### src/rtl/nubus_master_arbiter_if.sv
// nubus_master_arbiter_if: requester-side and NuBus-master-side signals of the
// on-card arbiter. The master modport is the arbiter's view (it masters the
// CPU-bus port); the slave modport is the view of the surrounding logic
// (requesters plus the NuBus master port).
interface nubus_master_arbiter_if #(
    parameter int NREQ = 2
);
    // Requester side, slice i belongs to requester i
    logic [NREQ-1:0]      req_valid;
    logic [32*NREQ-1:0]   req_addr;
    logic [32*NREQ-1:0]   req_wdata;
    logic [4*NREQ-1:0]    req_write;
    logic [NREQ-1:0]      req_lock;
    logic [NREQ-1:0]      req_ready;
    logic [NREQ-1:0]      req_error;
    logic [31:0]          req_rdata;

    // NuBus master CPU-bus port
    logic                 cpu_valid;
    logic [31:0]          cpu_addr;
    logic [31:0]          cpu_wdata;
    logic [3:0]           cpu_write;
    logic                 cpu_lock;
    logic                 cpu_ready;
    logic [31:0]          cpu_rdata;

    modport master (
        input  req_valid, req_addr, req_wdata, req_write, req_lock,
        output req_ready, req_error, req_rdata,
        output cpu_valid, cpu_addr, cpu_wdata, cpu_write, cpu_lock,
        input  cpu_ready, cpu_rdata
    );

    modport slave (
        output req_valid, req_addr, req_wdata, req_write, req_lock,
        input  req_ready, req_error, req_rdata,
        input  cpu_valid, cpu_addr, cpu_wdata, cpu_write, cpu_lock,
        output cpu_ready, cpu_rdata
    );
endinterface

### src/rtl/nubus_master_arbiter.sv
// nubus_master_arbiter: shares the single NuBus master CPU-bus port between
// NREQ on-card requesters. Round-robin arbitration in IDLE, the winner's
// request is registered onto cpu_* and held until cpu_ready, read data goes
// back to the winner only, and locked sequences keep ownership.
// FSM: IDLE -> WAIT -> DONE -> GAP -> IDLE (at most one transfer per 4 cycles).
// Optional feature: define NUBUS_ARB_WDT_EN to enable the WAIT-state watchdog
// (WDT_W-bit counter, aborts with req_error and read data 32'hFFFFFFFF).
module nubus_master_arbiter #(
    parameter int NREQ  = 2,
    parameter int WDT_W = 8
) (
    input  logic                   nub_clk,
    input  logic                   nub_reset,
    nubus_master_arbiter_if.master bus,
    output logic [1:0]             grant_id,
    output logic                   busy
);

    typedef enum logic [1:0] {
        ST_IDLE = 2'd0,
        ST_WAIT = 2'd1,
        ST_DONE = 2'd2,
        ST_GAP  = 2'd3
    } state_t;

    // One-hot vector selecting requester id
    function automatic logic [NREQ-1:0] onehot_of(input logic [1:0] id);
        logic [NREQ-1:0] v;
        v = '0;
        for (int k = 0; k < NREQ; k++) begin
            v[k] = (k == int'(id));
        end
        return v;
    endfunction

`ifdef NUBUS_ARB_WDT_EN
    // Terminal count is reached when the incremented value would hit 2^WDT_W-1
    localparam logic [WDT_W-1:0] WDT_TERM = WDT_W'((1 << WDT_W) - 2);
    localparam logic [WDT_W-1:0] WDT_ONE  = WDT_W'(1);
    logic [WDT_W-1:0] wdt_r, wdt_s;
`else
    // WDT_W only matters with the watchdog; the error tie-off is written in
    // terms of it so the parameter stays referenced in this build too.
    localparam logic ERR_TIE = 1'b0 & (WDT_W > 0);
`endif

    state_t          state_r, state_s;
    logic [1:0]      last_r, last_s;
    logic [1:0]      grant_r, grant_s;
    logic            lock_own_r, lock_own_s;
    logic            lock_r, lock_s;          // lock flag of the transfer in flight
    logic            cpu_valid_r, cpu_valid_s;
    logic [31:0]     cpu_addr_r, cpu_addr_s;
    logic [31:0]     cpu_wdata_r, cpu_wdata_s;
    logic [3:0]      cpu_write_r, cpu_write_s;
    logic            cpu_lock_r, cpu_lock_s;
    logic [NREQ-1:0] req_ready_r, req_ready_s;
    logic [NREQ-1:0] req_error_r, req_error_s;
    logic [31:0]     req_rdata_r, req_rdata_s;
    logic            busy_r, busy_s;

    // Arbitration results
    logic            own_valid_s;
    logic            win_found_s;
    logic [1:0]      win_id_s;
    logic [31:0]     win_addr_s;
    logic [31:0]     win_wdata_s;
    logic [3:0]      win_write_s;
    logic            win_lock_s;

    // Round-robin winner search (or lock owner only) and its request fields
    always_comb begin
        own_valid_s = 1'b0;
        win_found_s = 1'b0;
        win_id_s    = 2'd0;
        win_addr_s  = 32'd0;
        win_wdata_s = 32'd0;
        win_write_s = 4'd0;
        win_lock_s  = 1'b0;

        for (int k = 0; k < NREQ; k++) begin
            own_valid_s = own_valid_s | (bus.req_valid[k] & (k == int'(grant_r)));
        end

        if (lock_own_r) begin
            win_found_s = own_valid_s;
            win_id_s    = grant_r;
        end else begin
            // Scan offsets 0..NREQ-1 starting one past the last owner
            for (int off = 0; off < NREQ; off++) begin
                for (int j = 0; j < NREQ; j++) begin
                    if (!win_found_s && bus.req_valid[j] &&
                        (j == ((int'(last_r) + 1 + off) % NREQ))) begin
                        win_found_s = 1'b1;
                        win_id_s    = 2'(j);
                    end else begin
                        win_found_s = win_found_s;
                        win_id_s    = win_id_s;
                    end
                end
            end
        end

        for (int k = 0; k < NREQ; k++) begin
            if (k == int'(win_id_s)) begin
                win_addr_s  = bus.req_addr[k*32 +: 32];
                win_wdata_s = bus.req_wdata[k*32 +: 32];
                win_write_s = bus.req_write[k*4 +: 4];
                win_lock_s  = bus.req_lock[k];
            end else begin
                win_addr_s  = win_addr_s;
                win_wdata_s = win_wdata_s;
                win_write_s = win_write_s;
                win_lock_s  = win_lock_s;
            end
        end
    end

    // Next-state and next-output logic of the transfer FSM
    always_comb begin
        state_s     = state_r;
        last_s      = last_r;
        grant_s     = grant_r;
        lock_own_s  = lock_own_r;
        lock_s      = lock_r;
        cpu_valid_s = cpu_valid_r;
        cpu_addr_s  = cpu_addr_r;
        cpu_wdata_s = cpu_wdata_r;
        cpu_write_s = cpu_write_r;
        cpu_lock_s  = cpu_lock_r;
        req_ready_s = '0;
`ifdef NUBUS_ARB_WDT_EN
        req_error_s = '0;
        wdt_s       = wdt_r;
`else
        req_error_s = {NREQ{ERR_TIE}};
`endif
        req_rdata_s = req_rdata_r;

        case (state_r)
            ST_IDLE: begin
                if (lock_own_r && !own_valid_s) begin
                    // Owner let go of a locked sequence: release, arbitrate next cycle
                    lock_own_s = 1'b0;
                    cpu_lock_s = 1'b0;
                end else if (win_found_s) begin
                    state_s     = ST_WAIT;
                    last_s      = win_id_s;
                    grant_s     = win_id_s;
                    lock_s      = win_lock_s;
                    cpu_valid_s = 1'b1;
                    cpu_addr_s  = win_addr_s;
                    cpu_wdata_s = win_wdata_s;
                    cpu_write_s = win_write_s;
                    cpu_lock_s  = win_lock_s;
`ifdef NUBUS_ARB_WDT_EN
                    wdt_s       = '0;
`endif
                end else begin
                    state_s = ST_IDLE;
                end
            end
            ST_WAIT: begin
                if (bus.cpu_ready) begin
                    state_s     = ST_DONE;
                    cpu_valid_s = 1'b0;
                    req_rdata_s = bus.cpu_rdata;
                    req_ready_s = onehot_of(grant_r);
                end
`ifdef NUBUS_ARB_WDT_EN
                else if (wdt_r == WDT_TERM) begin
                    // Watchdog abort: error completion, ownership is not kept
                    state_s     = ST_DONE;
                    cpu_valid_s = 1'b0;
                    req_rdata_s = 32'hFFFF_FFFF;
                    req_ready_s = onehot_of(grant_r);
                    req_error_s = onehot_of(grant_r);
                    lock_s      = 1'b0;
                    cpu_lock_s  = 1'b0;
                end else begin
                    wdt_s = wdt_r + WDT_ONE;
                end
`else
                else begin
                    state_s = ST_WAIT;
                end
`endif
            end
            ST_DONE: begin
                state_s    = ST_GAP;
                lock_own_s = lock_r;
                cpu_lock_s = lock_r;
            end
            ST_GAP: begin
                // Masks the still-visible acknowledge of the finished transfer
                state_s = ST_IDLE;
            end
            default: begin
                state_s     = ST_IDLE;
                cpu_valid_s = 1'b0;
            end
        endcase

        busy_s = (state_s != ST_IDLE);
    end

    // State and output registers with synchronous reset
    always_ff @(posedge nub_clk) begin
        if (nub_reset) begin
            state_r     <= ST_IDLE;
            last_r      <= 2'(NREQ - 1);
            grant_r     <= 2'd0;
            lock_own_r  <= 1'b0;
            lock_r      <= 1'b0;
            cpu_valid_r <= 1'b0;
            cpu_addr_r  <= 32'd0;
            cpu_wdata_r <= 32'd0;
            cpu_write_r <= 4'd0;
            cpu_lock_r  <= 1'b0;
            req_ready_r <= '0;
            req_error_r <= '0;
            req_rdata_r <= 32'd0;
            busy_r      <= 1'b0;
`ifdef NUBUS_ARB_WDT_EN
            wdt_r       <= '0;
`endif
        end else begin
            state_r     <= state_s;
            last_r      <= last_s;
            grant_r     <= grant_s;
            lock_own_r  <= lock_own_s;
            lock_r      <= lock_s;
            cpu_valid_r <= cpu_valid_s;
            cpu_addr_r  <= cpu_addr_s;
            cpu_wdata_r <= cpu_wdata_s;
            cpu_write_r <= cpu_write_s;
            cpu_lock_r  <= cpu_lock_s;
            req_ready_r <= req_ready_s;
            req_error_r <= req_error_s;
            req_rdata_r <= req_rdata_s;
            busy_r      <= busy_s;
`ifdef NUBUS_ARB_WDT_EN
            wdt_r       <= wdt_s;
`endif
        end
    end

    assign bus.cpu_valid = cpu_valid_r;
    assign bus.cpu_addr  = cpu_addr_r;
    assign bus.cpu_wdata = cpu_wdata_r;
    assign bus.cpu_write = cpu_write_r;
    assign bus.cpu_lock  = cpu_lock_r;
    assign bus.req_ready = req_ready_r;
    assign bus.req_error = req_error_r;
    assign bus.req_rdata = req_rdata_r;
    assign grant_id      = grant_r;
    assign busy          = busy_r;

endmodule

### src/flat_wrapper.sv
// flat-port wrapper written by rule: the top's interface ports become plain ports
module nubus_master_arbiter_flat 
#(
    parameter int NREQ  = 2,
    parameter int WDT_W = 8
)
  (nub_clk, nub_reset, grant_id, busy, bus_req_valid, bus_req_addr, bus_req_wdata, bus_req_write, bus_req_lock, bus_req_ready, bus_req_error, bus_req_rdata, bus_cpu_valid, bus_cpu_addr, bus_cpu_wdata, bus_cpu_write, bus_cpu_lock, bus_cpu_ready, bus_cpu_rdata);
  nubus_master_arbiter_if #(.NREQ(NREQ)) bus_i ();
  input  logic nub_clk;
  input  logic nub_reset;
  output logic [1:0] grant_id;
  output logic busy;
  input wire logic [$bits(bus_i.req_valid)-1:0] bus_req_valid;
  input wire logic [$bits(bus_i.req_addr)-1:0] bus_req_addr;
  input wire logic [$bits(bus_i.req_wdata)-1:0] bus_req_wdata;
  input wire logic [$bits(bus_i.req_write)-1:0] bus_req_write;
  input wire logic [$bits(bus_i.req_lock)-1:0] bus_req_lock;
  output wire logic [$bits(bus_i.req_ready)-1:0] bus_req_ready;
  output wire logic [$bits(bus_i.req_error)-1:0] bus_req_error;
  output wire logic [$bits(bus_i.req_rdata)-1:0] bus_req_rdata;
  output wire logic [$bits(bus_i.cpu_valid)-1:0] bus_cpu_valid;
  output wire logic [$bits(bus_i.cpu_addr)-1:0] bus_cpu_addr;
  output wire logic [$bits(bus_i.cpu_wdata)-1:0] bus_cpu_wdata;
  output wire logic [$bits(bus_i.cpu_write)-1:0] bus_cpu_write;
  output wire logic [$bits(bus_i.cpu_lock)-1:0] bus_cpu_lock;
  input wire logic [$bits(bus_i.cpu_ready)-1:0] bus_cpu_ready;
  input wire logic [$bits(bus_i.cpu_rdata)-1:0] bus_cpu_rdata;
  assign bus_i.req_valid = bus_req_valid;
  assign bus_i.req_addr = bus_req_addr;
  assign bus_i.req_wdata = bus_req_wdata;
  assign bus_i.req_write = bus_req_write;
  assign bus_i.req_lock = bus_req_lock;
  assign bus_req_ready = bus_i.req_ready;
  assign bus_req_error = bus_i.req_error;
  assign bus_req_rdata = bus_i.req_rdata;
  assign bus_cpu_valid = bus_i.cpu_valid;
  assign bus_cpu_addr = bus_i.cpu_addr;
  assign bus_cpu_wdata = bus_i.cpu_wdata;
  assign bus_cpu_write = bus_i.cpu_write;
  assign bus_cpu_lock = bus_i.cpu_lock;
  assign bus_i.cpu_ready = bus_cpu_ready;
  assign bus_i.cpu_rdata = bus_cpu_rdata;
  nubus_master_arbiter #(.NREQ(NREQ), .WDT_W(WDT_W)) u_core (.nub_clk(nub_clk), .nub_reset(nub_reset), .bus(bus_i), .grant_id(grant_id), .busy(busy));
endmodule
### config.mk
export PLATFORM = sky130hd
export DESIGN_NAME = nubus_master_arbiter_flat
export DESIGN_NICKNAME = d
export VERILOG_FILES = /design/src/rtl/nubus_master_arbiter_if.sv /design/src/rtl/nubus_master_arbiter.sv /design/src/flat_wrapper.sv
export SDC_FILE = /design/constraint.sdc
export NUM_CORES = 1
export LEC_CHECK = 0
export BUFFER_PORTS_ARGS = -buffer_cell sky130_fd_sc_hd__buf_2
export CAP_MARGIN = 20
export CORE_AREA = 8 8 114 116
export CTS_CLUSTER_DIAMETER = 30
export CTS_CLUSTER_SIZE = 24
export DETAILED_ROUTE_END_ITERATION = 10
export DIE_AREA = 0 0 122 124
export PLACE_DENSITY_LB_ADDON = 0.1
export SKIP_LAST_GASP = 1
export SLEW_MARGIN = 20
export SYNTH_ARGS = -nofsm -noshare
export SYNTH_HDL_FRONTEND = slang
export SYNTH_SLANG_ARGS = --single-unit
### constraint.sdc
create_clock -name nub_clk -period 1.7 [get_ports nub_clk]
set_input_delay 0.17 -clock nub_clk [delete_from_list [all_inputs] [get_ports nub_clk]]
set_output_delay 0.17 -clock nub_clk [all_outputs]
set_load 0.01 [all_outputs]
==> impl_metrics.json <==
{
  "status": "finished, final reports clean",
  "avgSynthCellArea_sq_um": 9.10,
  "fin_util_pct": 59.4,
  "cellPowerDensity_nw_per_um2": 1130,
  "vias_per_cell": 5.35,
  "critPathRequiredTime_ns": 1.95,
  "p_switching_mw": 2.33,
  "first_iter_violations": 349,
  "power_frac_comb_pct": 28.8,
  "hold_path_class": "input pin to register",
  "period_share_pct": 96.0,
  "crit_chain": "mux2i_2, nor4_4, or2_2, buf_12, a211oi_1",
  "cts_made_buffers": 9,
  "finalPower_mw": 7.46,
  "clock_path_buffers": 2,
  "clkTransAtPathRegs_ns": 0.07,
  "dp_hpwl_microns": 12200,
  "stdcell_area_sq_um": 6630,
  "die_x_microns": 122,
  "drt-wirelength-per-cell_microns": 17.4,
  "min_period_ns": 1.63,
  "synth-seq-cells": 112,
  "p_leak_nw": 3.03,
  "crit_fanout": 40,
  "nNetsFinal": 951,
  "r2r_cells": 5,
  "p_seq_share_pct": 42.3,
  "ant_nets": 0,
  "die-area_sq_um": 15100,
  "io_buffers": 281,
  "crit_type": "register to register",
  "yosys.area.top_type": "dfxtp_1",
  "fin_ws_ns": 0.0686,
  "worstPathArrival_ns": 1.88,
  "grt_pass1_wl_microns": 24800,
  "cap_violations": 0,
  "reg2reg_to": "u_core.bus.cpu_addr[12]$_SDFFE_PP0P_",
  "insertedDiodeCount": 0,
  "first_pass_iters": 5,
  "internal_power_mw": 5.13,
  "drv_slew": 0,
  "cts_root_buf": "clkbuf_16",
  "endpoint": "u_core.bus.cpu_addr[12]$_SDFFE_PP0P_",
  "r2r-start": "u_core.grant_id[0]$_SDFFE_PP0P_",
  "antenna_found_initial": 0,
  "drive_gt1_share_pct": 44.4,
  "grt_max_degree": 42,
  "synth_area_leaders": "dfxtp_1 (47%), a22oi_1 (11%), a211oi_1 (9.2%)",
  "tritoncts": "done",
  "place_ws_ns": 0.0473,
  "pin_count": 284,
  "routed_wl_microns": 16000,
  "synth_cell_types": 36,
  "hp-start": "bus_cpu_rdata[24]",
  "clkPwrFrac_pct": 28.9,
  "dp.cells": 907,
  "placed_area_sq_um": 6280,
  "grt_pass1_vias": 5070,
  "finClkSkew_ns": 0.00759,
  "clock_latency_ns": 0.34,
  "h-tree-depth": 3,
  "worstSetupEndpointType": "register",
  "rsz0062_at_grt": "yes",
  "holdWs_ns": 0.0553,
  "tns_ns": 0,
  "synthesis.area_sq_um": 4740,
  "reg2reg_slack_ns": 0.07,
  "vias": 4941,
  "yosysSeqAreaShare_pct": 47.3,
  "synth_top_area_share_pct": 47.3,
  "synthCells": 521,
  "initial_core_util_pct": 42.4,
  "die_h_microns": 124,
  "fin_cells": 924,
  "netSwitchingFraction_pct": 31.2,
  "area_growth_syn_to_layout_pct": 39.9,
  "max_clock_freq_mhz": 613,
  "worst_setup_path_start_kind": "register",
  "yosysWarnings": 0,
  "ir_drop_uv": 480,
  "place_congestion": 0.784,
  "setup_viol": 0,
  "cts_hold_buf": 0,
  "grt_overflow": 0,
  "slowest_delay_ns": 0.37,
  "cts.sink_count": 112,
  "hold_viol_final": 0,
  "row_count": 39,
  "drt_drc_violations_left": 0,
  "core_area_sq_um": 11200,
  "grt_usage_pct": 20.4,
  "startpoint": "u_core.grant_id[0]$_SDFFE_PP0P_",
  "slowest_stage": "dfxtp_1"
}
[Yosys cell counts, drive strengths merged]
library cell / n
a211oi: 69
nand2b: 5
or3: 1
nand2: 67
o21a: 1
a21oi: 36
a31oi: 2
a221oi: 1
mux2i: 1
and2: 1
nor4b: 1
o221ai: 1
or2: 2
a22oi: 69
o21ai: 3
conb: 1
dfxtp: 112
nor3: 71
inv: 1
nand3: 1
or4b: 1
buf: 44
nor3b: 1
nor2: 5
clkbuf: 17
nand3b: 1
nor4: 4
a21o: 1
o22ai: 1
[power groups by stage]
stage | clock [mW] | sequential [mW] | combinational, mW
final | 2.15 | 3.16 | 2.15
after global routing | 2.32 | 3.21 | 2.36
after CTS | 2.21 | 3.16 | 2.14
after detailed placement | 0 | 3.22 | 2.14
after global placement | 0 | 3.20 | 2.09
after floorplan | 0 | 3.37 | 1.11
[routing by layer]
layer  global-route usage [%]  up-vias  part of all wire (%)
li1                         -     2443                     -
met1                     21.1     2304                    37
met2                     36.8      176                    51
met3                     7.16       18                    11
met4                     8.33        0                   1.5
met5                        0        -                     0
[cell type report]
cell class	count	area (sq um)
clock buffers	11	253
clock inverters	5	55.1
fillers	1021	4540
inverters	1	3.75
multi-input cells	348	2190
flip-flops and latches	112	2240
well taps	143	179
repair buffers	304	1710
[registers in the layout, summed over array words and instances (netlist names)]
name	count
u_core.bus.req_ready	2
u_core.bus.req_rdata	32
u_core.bus.cpu_addr	32
u_core.bus.cpu_write	4
u_core.bus.cpu_lock	1
u_core.state_r	2
u_core.lock_r	1
u_core.lock_own_r	1
u_core.busy	1
u_core.grant_id	1
u_core.bus.cpu_wdata	32
u_core.last_r	2
u_core.bus.cpu_valid	1
[cells by family (layout without fill, tap and decap cells)]
logic type,count (synthesis),after routing,share of synthesized area [%]
AO/OA/AOI/OAI,184,184,28.4
buffers and inverters,62,321,7.71
flip-flops,112,112,47.3
multiplexers,1,1,0.211
other,1,2,0.0791
AND/OR/NAND/NOR,161,161,16.3
[how the worst min path moves through the flow]
stage | end | slack [ns] | depth (start not counted)
floorplan | u_core.bus.req_rdata[0]$_SDFFE_PP0P_ | 0.31 | 2
global placement | u_core.bus.req_rdata[8]$_SDFFE_PP0P_ | 0.41 | 3
detailed placement | u_core.bus.req_rdata[10]$_SDFFE_PP0P_ | 0.42 | 3
CTS | u_core.bus.req_rdata[2]$_SDFFE_PP0P_ | 0.04 | 3
global route | u_core.bus.req_rdata[10]$_SDFFE_PP0P_ | 0.05 | 3
finish | u_core.bus.req_rdata[24]$_SDFFE_PP0P_ | 0.06 | 3
[worst max-delay path, delay by kind of cell (launching register included)]
family,cells,cell delay [ns]
simple gates,2,0.41
compound gates,1,0.23
flops,1,0.37
mux,1,0.31
buf+inv,1,0.20
[placed cells by master, fill, tap and decap left out, types with 3 or more instances in the layout]
cell type and count:
nor3_1 71, a211oi_2 17, nand2b_1 4, nand2_1 67
o21ai_0 3, buf_2 280, nor2_1 4, buf_4 13
dfxtp_1 112, clkbuf_16 9, a21oi_1 36, a211oi_1 52
a22oi_1 69, buf_12 10
[what timing repair did]
item	4_1_cts	5_1_grt
endpoints found under the setup margin	0	36
gates resized for setup	0	8
setup buffers	0	1
(Power assumes the default switching activity.)
